[src/rtl/seg_p2s_pkg.sv]
`default_nettype none
// +------------------------------------------------------------------------+
// | Module   : seg_p2s_pkg                                                 |
// | Purpose  : Shared types, reset constants and width helper for the      |
// |            7-segment parallel-to-serial driver.                        |
// | Ports    : none (package)                                              |
// | Revision : 1.0 - initial release                                       |
// +------------------------------------------------------------------------+
package seg_p2s_pkg;

  // Frame sequencer states.
  typedef enum logic [1:0] {
    IDLE  = 2'd0,
    SHIFT = 2'd1,
    LATCH = 2'd2
  } state_e;

  // Counter width able to hold 0..n-1; never narrower than one bit so a
  // divide of 1 or a single-bit word still yields a legal vector.
  function automatic int unsigned cnt_w(input int unsigned n);
    return (n <= 1) ? 1 : $clog2(n);
  endfunction

  // Output values while in reset. The clear line is held asserted (low).
  localparam logic c_rst_busy      = 1'b0;
  localparam logic c_rst_done      = 1'b0;
  localparam logic c_rst_ser_clk   = 1'b0;
  localparam logic c_rst_ser_dat   = 1'b0;
  localparam logic c_rst_ser_latch = 1'b0;
  localparam logic c_rst_ser_clr_n = 1'b0;

endpackage
`default_nettype wire

[src/rtl/seg_p2s_if.sv]
`default_nettype none
// +------------------------------------------------------------------------+
// | Module   : seg_p2s_if                                                  |
// | Purpose  : Bundles the producer handshake and serial display lines.    |
// | Ports    : master - drives seg_txt/start, observes status and serial   |
// |            slave  - the driver: takes seg_txt/start, drives busy,      |
// |                     done, ser_clk, ser_dat, ser_latch, ser_clr_n       |
// | Revision : 1.0 - initial release                                       |
// +------------------------------------------------------------------------+
interface seg_p2s_if #(
  parameter int unsigned DATA_W = 64
);
  logic [DATA_W-1:0] seg_txt;
  logic              start;
  logic              busy;
  logic              done;
  logic              ser_clk;
  logic              ser_dat;
  logic              ser_latch;
  logic              ser_clr_n;

  modport master (
    output seg_txt, start,
    input  busy, done, ser_clk, ser_dat, ser_latch, ser_clr_n
  );

  modport slave (
    input  seg_txt, start,
    output busy, done, ser_clk, ser_dat, ser_latch, ser_clr_n
  );
endinterface
`default_nettype wire

[src/rtl/seg_p2s_tick.sv]
`default_nettype none
// +------------------------------------------------------------------------+
// | Module   : seg_p2s_tick                                                |
// | Purpose  : Half-period divider. phase_end_o is high in the last cycle  |
// |            of every HALF_DIV-cycle phase.                              |
// | Ports    : clk, rst    - clock, synchronous active-high reset          |
// |            clr_i       - restart the phase (frame acceptance)          |
// |            phase_end_o - last cycle of the current phase               |
// | Revision : 1.0 - initial release                                       |
// +------------------------------------------------------------------------+
module seg_p2s_tick
  import seg_p2s_pkg::*;
#(
  parameter int unsigned HALF_DIV = 2
) (
  input  wire logic clk,
  input  wire logic rst,
  input  wire logic clr_i,
  output logic      phase_end_o
);

  localparam int unsigned      CNT_W    = cnt_w(HALF_DIV);
  localparam logic [CNT_W-1:0] c_last_q = CNT_W'(HALF_DIV - 1);

  logic [CNT_W-1:0] cnt_q;

  assign phase_end_o = (cnt_q == c_last_q);

  // Reload to zero at the end of each phase; the counter never wraps by
  // overflow because c_last_q is always reachable.
  always_ff @(posedge clk) begin
    if (rst || clr_i) begin
      cnt_q <= '0;
    end else if (phase_end_o) begin
      cnt_q <= '0;
    end else begin
      cnt_q <= cnt_q + CNT_W'(1);
    end
  end

endmodule
`default_nettype wire

[src/rtl/seg_p2s.sv]
`default_nettype none
// +------------------------------------------------------------------------+
// | Module   : seg_p2s                                                     |
// | Purpose  : Shifts a DATA_W segment word into the display shift chain   |
// |            on a divided serial clock, then pulses the latch.           |
// | Ports    : clk, rst - clock, synchronous active-high reset             |
// |            bus      - seg_p2s_if.slave (seg_txt, start, busy, done,    |
// |                       ser_clk, ser_dat, ser_latch, ser_clr_n)          |
// | Options  : SEG_AUTO_REFRESH_EN - self-start a frame whenever seg_txt   |
// |            differs from the last word sent, and once after reset.      |
// | Revision : 1.0 - initial release                                       |
// +------------------------------------------------------------------------+
module seg_p2s
  import seg_p2s_pkg::*;
#(
  parameter int unsigned DATA_W    = 64,
  parameter int unsigned HALF_DIV  = 2,
  parameter int unsigned MSB_FIRST = 1
) (
  input  wire logic   clk,
  input  wire logic   rst,
  seg_p2s_if.slave    bus
);

  localparam int unsigned      BIT_W      = cnt_w(DATA_W);
  localparam logic [BIT_W-1:0] c_last_bit = BIT_W'(DATA_W - 1);

  state_e            state_q;
  logic [DATA_W-1:0] sh_q;
  logic [DATA_W-1:0] sh_d;
  logic [BIT_W-1:0]  bit_q;
  logic              busy_q;
  logic              done_q;
  logic              ser_clk_q;
  logic              ser_dat_q;
  logic              ser_latch_q;
  logic              ser_clr_n_q;

  logic              w_go;
  logic              w_accept;
  logic              w_phase_end;
  logic              w_head_load;
  logic              w_head_next;

  assign w_accept = (state_q == IDLE) && w_go;

  // Bit order: the head bit is what ser_dat presents for the current bit;
  // w_head_next is the head after one advance of the shift register.
  generate
    if (MSB_FIRST != 0) begin : g_msb_first
      assign w_head_load = bus.seg_txt[DATA_W-1];
      assign sh_d        = {sh_q[DATA_W-2:0], 1'b0};
      assign w_head_next = sh_q[DATA_W-2];
    end else begin : g_lsb_first
      assign w_head_load = bus.seg_txt[0];
      assign sh_d        = {1'b0, sh_q[DATA_W-1:1]};
      assign w_head_next = sh_q[1];
    end
  endgenerate

`ifdef SEG_AUTO_REFRESH_EN
  logic [DATA_W-1:0] last_sent_q;
  logic              pending_q;

  // pending_q guarantees one frame after every reset, even if the word
  // happens to match the reset value of last_sent_q.
  assign w_go = bus.start || (bus.seg_txt != last_sent_q) || pending_q;

  always_ff @(posedge clk) begin
    if (rst) begin
      last_sent_q <= '0;
      pending_q   <= 1'b1;
    end else if (w_accept) begin
      last_sent_q <= bus.seg_txt;
      pending_q   <= 1'b0;
    end
  end
`else
  assign w_go = bus.start;
`endif

  seg_p2s_tick #(
    .HALF_DIV (HALF_DIV)
  ) u_tick (
    .clk         (clk),
    .rst         (rst),
    .clr_i       (w_accept),
    .phase_end_o (w_phase_end)
  );

  // Sequencer. ser_dat only moves at the end of a high phase, i.e. in the
  // same edge that drops ser_clk, so it is stable across every rising edge.
  always_ff @(posedge clk) begin
    if (rst) begin
      state_q     <= IDLE;
      sh_q        <= '0;
      bit_q       <= '0;
      busy_q      <= c_rst_busy;
      done_q      <= c_rst_done;
      ser_clk_q   <= c_rst_ser_clk;
      ser_dat_q   <= c_rst_ser_dat;
      ser_latch_q <= c_rst_ser_latch;
      ser_clr_n_q <= c_rst_ser_clr_n;
    end else begin
      ser_clr_n_q <= 1'b1;
      done_q      <= 1'b0;
      case (state_q)
        IDLE: begin
          if (w_go) begin
            state_q   <= SHIFT;
            sh_q      <= bus.seg_txt;
            bit_q     <= '0;
            busy_q    <= 1'b1;
            ser_clk_q <= 1'b0;
            ser_dat_q <= w_head_load;
          end
        end
        SHIFT: begin
          if (w_phase_end) begin
            if (!ser_clk_q) begin
              ser_clk_q <= 1'b1;
            end else begin
              ser_clk_q <= 1'b0;
              if (bit_q == c_last_bit) begin
                state_q     <= LATCH;
                ser_latch_q <= 1'b1;
              end else begin
                sh_q      <= sh_d;
                ser_dat_q <= w_head_next;
                bit_q     <= bit_q + BIT_W'(1);
              end
            end
          end
        end
        LATCH: begin
          if (w_phase_end) begin
            state_q     <= IDLE;
            ser_latch_q <= 1'b0;
            busy_q      <= 1'b0;
            done_q      <= 1'b1;
          end
        end
        default: begin
          state_q <= IDLE;
        end
      endcase
    end
  end

  assign bus.busy      = busy_q;
  assign bus.done      = done_q;
  assign bus.ser_clk   = ser_clk_q;
  assign bus.ser_dat   = ser_dat_q;
  assign bus.ser_latch = ser_latch_q;
  assign bus.ser_clr_n = ser_clr_n_q;

endmodule
`default_nettype wire
[src/flat_wrapper.sv]
// flat-port wrapper written by rule: the top's interface ports become plain ports
module seg_p2s_flat import seg_p2s_pkg::*;
#(
  parameter int unsigned DATA_W    = 64,
  parameter int unsigned HALF_DIV  = 2,
  parameter int unsigned MSB_FIRST = 1
)
  (clk, rst, bus_seg_txt, bus_start, bus_busy, bus_done, bus_ser_clk, bus_ser_dat, bus_ser_latch, bus_ser_clr_n);
  seg_p2s_if #(.DATA_W(DATA_W)) bus_i ();
  input  wire logic clk;
  input  wire logic rst;
  input wire logic [$bits(bus_i.seg_txt)-1:0] bus_seg_txt;
  input wire logic [$bits(bus_i.start)-1:0] bus_start;
  output wire logic [$bits(bus_i.busy)-1:0] bus_busy;
  output wire logic [$bits(bus_i.done)-1:0] bus_done;
  output wire logic [$bits(bus_i.ser_clk)-1:0] bus_ser_clk;
  output wire logic [$bits(bus_i.ser_dat)-1:0] bus_ser_dat;
  output wire logic [$bits(bus_i.ser_latch)-1:0] bus_ser_latch;
  output wire logic [$bits(bus_i.ser_clr_n)-1:0] bus_ser_clr_n;
  assign bus_i.seg_txt = bus_seg_txt;
  assign bus_i.start = bus_start;
  assign bus_busy = bus_i.busy;
  assign bus_done = bus_i.done;
  assign bus_ser_clk = bus_i.ser_clk;
  assign bus_ser_dat = bus_i.ser_dat;
  assign bus_ser_latch = bus_i.ser_latch;
  assign bus_ser_clr_n = bus_i.ser_clr_n;
  seg_p2s #(.DATA_W(DATA_W), .HALF_DIV(HALF_DIV), .MSB_FIRST(MSB_FIRST)) u_core (.clk(clk), .rst(rst), .bus(bus_i));
endmodule
[config.mk]
export PLATFORM = sky130hd
export DESIGN_NAME = seg_p2s_flat
export DESIGN_NICKNAME = d
export VERILOG_FILES = /design/src/rtl/seg_p2s_pkg.sv /design/src/rtl/seg_p2s_if.sv /design/src/rtl/seg_p2s_tick.sv /design/src/rtl/seg_p2s.sv /design/src/flat_wrapper.sv
export SDC_FILE = /design/constraint.sdc
export NUM_CORES = 1
export LEC_CHECK = 0
export CAP_MARGIN = 20
export CORE_MARGIN = 4
export CORE_UTILIZATION = 35
export CTS_CLUSTER_SIZE = 12
export DETAILED_ROUTE_END_ITERATION = 12
export GPL_TIMING_DRIVEN = 0
export PLACE_DENSITY = 0.62
export SLEW_MARGIN = 20
export SYNTH_ARGS = -nofsm -noshare
export SYNTH_HDL_FRONTEND = slang
export SYNTH_SLANG_ARGS = --single-unit
[constraint.sdc]
create_clock -name clk -period 5.7 [get_ports clk]
set_clock_uncertainty 0.15 [all_clocks]
set_input_delay 1.14 -clock clk [delete_from_list [all_inputs] [get_ports clk]]
set_output_delay 1.14 -clock clk [all_outputs]
set_load 0.02 [all_outputs]
After elaboration in Yosys (flattened, before gate mapping):

Cells that the tools add are included.

* word-level logic and storage cells: 69
* bits in registers: 78
* input port bits: 67
* output and inout port bits: 6

* reductions and logical operators: 13
* $add $sub $neg: 2
* equal/unequal tests: 9
* mux-type cells: 34
* bitwise logic cells: 1

Operators by type and width (count)
* 63-bit 2-to-1 mux: 4
* 63-bit case mux with 2 select lines: 1
* 6-bit 2-to-1 mux: 4
* 5-bit AND reduction: 3
* 1-bit 2-to-1 mux: 14
* 6-bit case mux with 2 select lines: 1
* 2-bit 2-to-1 mux: 5
* 2-bit inequality test, second input constant: 4
* 1-bit case mux with 2 select lines: 4
* 6-bit by 1-bit adder with 6-bit output, second input constant: 1
* 6-bit == test, second input constant: 1
* 2-bit case mux with 3 select lines: 1
* 3-bit AND reduction: 2
* 2-bit nonzero test: 3
* 2-bit by 1-bit inequality test with 1-bit output, second input constant: 2
* 2-bit OR reduction: 2
* 2-bit by 1-bit == test with 1-bit output, second input constant: 1
* 2-bit == test, second input constant: 1
* 2-bit zero test: 1
* 1-bit adder, second input constant: 1
* 1-bit logical AND: 1
* 1-bit logical OR: 1
* 1-bit NOT: 1

Logic depth before layout (Yosys ltp):

* word-level depth: 5
* depth in mapped cells: 8
* mapped depth without buffers: 5

Hierarchy:

Synthesis repeated with hierarchy kept, for this count alone.

* cells, all modules: 446
* area, all modules: 3868.7 µm²

Modules (own cells, without submodules)
* seg_p2s: area each 3838.7 µm², cells each 444, times used 1, sequential area each 1541.5 µm²
* seg_p2s_tick: area each 30.0 µm², cells each 2, times used 1, sequential area each 20.0 µm²

Worst setup path before layout:

Ideal clock, no wire load.

* kind: input-to-reg
* start: input bus_start
* end: register u_core.sh_q[1]
* data arrival time: 2.310 ns
* library setup time: 0.069 ns
* required time: 5.481 ns
* setup slack: 3.171 ns
* stages: 6
* buffers on the path: 2
* cell sequence: nor3b_4 -> o22ai_2 -> buf_6 -> clkbuf_1 -> or4_1 -> o21ai_1

* word-level cells in the longest chain between the ends: 2

RTL lines
* from (decl): RTL line flat_wrapper.sv:13 `input wire logic [$bits(bus_i.start)-1:0] bus_start;`
* 2-bit inequality test (no source line)
* 5-bit AND reduction (no source line)
* to (signal assigned): RTL line seg_p2s.sv:111 `sh_q <= bus.seg_txt;`
* to (decl): RTL line seg_p2s.sv:29 `logic [DATA_W-1:0] sh_q;`

Every way passes these cells.
A chain may end at the register's enable or synchronous reset.

Final worst setup path:

* start: input bus_start
* end: register u_core.sh_q[5]

The elaborated chain is that of the path after synthesis.

==> flow_summary.yaml <==
floorplan:
  ios: 73
  die_w_um: 112
  rows: 37
  die_area_mm2: 0.0126
  start_util_pct: 36.5
  dieHeight_um: 112
  core_mm2: 0.0105
synth:
  synthMuxAreaShare_pct: 13.9
  synth_edf_count: 0
  yosys.area_share.xor_xnor_pct: 0
  synth_top_area_share_pct: 40.9
  synthTopCellsByCount: "79 x nand2_1, 78 x dfxtp_1, 53 x mux2i_1, 53 x or4_1, 31 x o21ai_0"
  yosysTopAreaCell: "dfxtp_1"
  synthesis.area_mm2: 0.00381
  synth_top_family_by_area: "simple AND/OR/NAND/NOR gates"
  synth_seq_cells: 78
  syn-instance-count: 432
  syn_avg_cell_area_um2: 8.83
  synthFlopType: "dfxtp_1"
  synth_cell_types: 37
  yosysWarningCount: 0
  ys_seq_area_share_pct: 40.9
  synth_compound_area_share_pct: 16.2
  yosysMostFrequentCell: "nand2_1"
  yosys.area_share.adder_pct: 0.328
  synth-simple-area-share_pct: 22.1
  synth_area_leaders: "dfxtp_1 41%, mux2i_1 14%, or4_1 10%, nand2_1 7.8%, o21ai_0 4.1%"
  async_reset_ff_share_pct: 0
  syn-num-nets: 500
global_route:
  grt-ovfl-total: 0
  grt_max_degree: 15
  antenna_found_initial: 0
  grt_use_total_pct: 15.8
  grt_pass1_vias: 3453
  grt_pass1_wl_mm: 16.7
drt:
  wirelength_mm: 9.85
  drc: 0
  dr.pass1.iters: 4
  dr.first_iter.drc_count: 247
  post_drt_wl_per_cell_um: 15.0
  vias: 3470
  avgViaCountPerCell: 5.29
  final_antenna_net_count: 0
worst_hold_path:
  holdPathStages: 2
  worst_hold_path_type: "register to register"
  min_from: "u_core.sh_q[56]"
  hold_end: "u_core.sh_q[56]"
setup_path:
  reg2regPathDepth: 8
  start_kind: "input pin"
  arrival_ns: 3.14
  crit_path_start: "bus_start"
  worstReg2RegEnd: "u_core.sh_q[5]"
  r2r_setup_slack_ns: 3.26
  regToRegStartpoint: "u_core.bit_q[0]"
  critPathKind: "input pin to register"
  cp_max_fo: 10
  critPathCaptureType: "register"
  cp_data_required_time_ns: 5.78
finish:
  n_antenna_cell: 0
  top_register: "u_core.sh_q"
  top_regs: "u_core.sh_q x63, u_core.bit_q x6, u_core.state_q x2"
  layout-drive-gt1-share_pct: 9.23
  final_nets: 583
  area_delta_synth_final_pct: 28.2
  largest_reg_flops: 63
  finish.utilization_pct: 46.7
sta:
  timing.final.crit_share_pct: 53.8
  finalSetupViolations: 0
  period_needed_ns: 3.06
  tns_ns: 0
  drv_slew: 0
  tightest_slew_ns: 0.523
  max_slew_margin_pct: 65.2
  final-hold-violation-count: 0
  fmax_mhz: 326
  grt_setup_unrepaired: "false"
flow_run:
  maxCapViolCount: 0
clock_network:
  cts-resized-gates: 0
  clock_sinks: 78
  clk_pin_slew_ns: 0.09
  cts_tree: "yes"
  post-cts-setup-buffers: 0
  clock_latency_ns: 0.36
  clock_path_buffers: 2
  cts_max_level: 3
  cts-buffers-inserted: 9
  postCtsHoldBufs: 0
  cts_root_buf: "clkbuf_8"
power_and_ir_drop:
  p_per_area_mw_per_mm2: 252
  power.leakage_nw: 1.89
  total_power_w: 0.00123
  max-vdd-ir-drop_mv: 0.122
placed_design:
  hpwlAfterDp_mm: 6.89
  globalplace.congestion: 0.766
  port_buffers: 72
status:
  status: "finished, final reports clean"
power breakdown:
| part | internal [W] | switching (W) |
|---|---|---|
| registers | 0.000585 | 0.0000205 |
| clock network | 0.000171 | 0.000222 |
| logic | 0.000120 | 0.000114 |
| total | 0.000876 | 0.000356 |
per-stage QoR:
stage,instances,setup WS (ns),hold slack [ns],instance area [µm²]
detailed placement,640,2.27,0.290,4700
finish,656,2.64,0.302,4890
CTS,656,2.65,0.303,4890
floorplan,432,3.17,0.278,3810
global placement,640,2.30,0.285,4700
global route,656,2.46,0.322,4890
cell families (layout without fill, tap and decap cells):
logic type	after synthesis	in the layout
and+or+nand+nor	156	156
AOI/OAI and AO/OA	97	97
DFF	78	78
muxes	53	53
buffers and inverters	47	135
adders and majority gates	1	1
layer usage:
layer	global-route usage [%]	part of all wire [%]	vias up
met5	0	0	-
met4	4.41	1.1	0
met3	4.47	5.9	10
met2	24.0	44	87
met1	22.1	49	1622
li1	-	-	1751
cells in the final DEF (no fill, tap or decap), types with 5 or more instances in the layout:
| cell | n |
|---|---|
| nand2_1 | 79 |
| dfxtp_1 | 78 |
| clkdlybuf4s50_1 | 72 |
| mux2i_1 | 53 |
| or4_1 | 53 |
| o21ai_0 | 31 |
| o21ai_1 | 27 |
| clkbuf_1 | 26 |
| a311oi_1 | 13 |
| o21ba_2 | 11 |
| clkbuf_8 | 10 |
| a21oi_1 | 8 |
| buf_6 | 6 |
| nor2_1 | 6 |
| buf_2 | 5 |
| clkinvlp_4 | 5 |
final cells by class:
class	count	area (µm²)
Inverter	3	11.3
Multi-Input combinational cell	307	2000
Clock inverter	6	46.3
Sequential cell	78	1560
Tap cell	136	170
Fill cell	1022	5570
Timing Repair Buffer	72	721
Buffer	44	236
Clock buffer	10	138
critical path, cell delays in order:
cell and delay [ns]:
clkdlybuf4s50_1 0.50, nor3b_4 0.31, o22ai_2 0.19, nor2_1 0.17, buf_2 0.28, clkbuf_1 0.41, o21ai_1 0.14
worst max path at each step:
stage | cells past startpoint | endpoint | slack (ns)
2_1_floorplan | 6 | u_core.sh_q[1] | 3.17
3_3_place_gp | 7 | u_core.sh_q[5] | 2.30
3_5_place_dp | 7 | u_core.sh_q[3] | 2.27
4_1_cts | 7 | u_core.sh_q[2] | 2.65
5_1_grt | 7 | u_core.sh_q[1] | 2.46
6_report | 7 | u_core.sh_q[5] | 2.64
No activity file was read; power rests on OpenSTA's default activity.
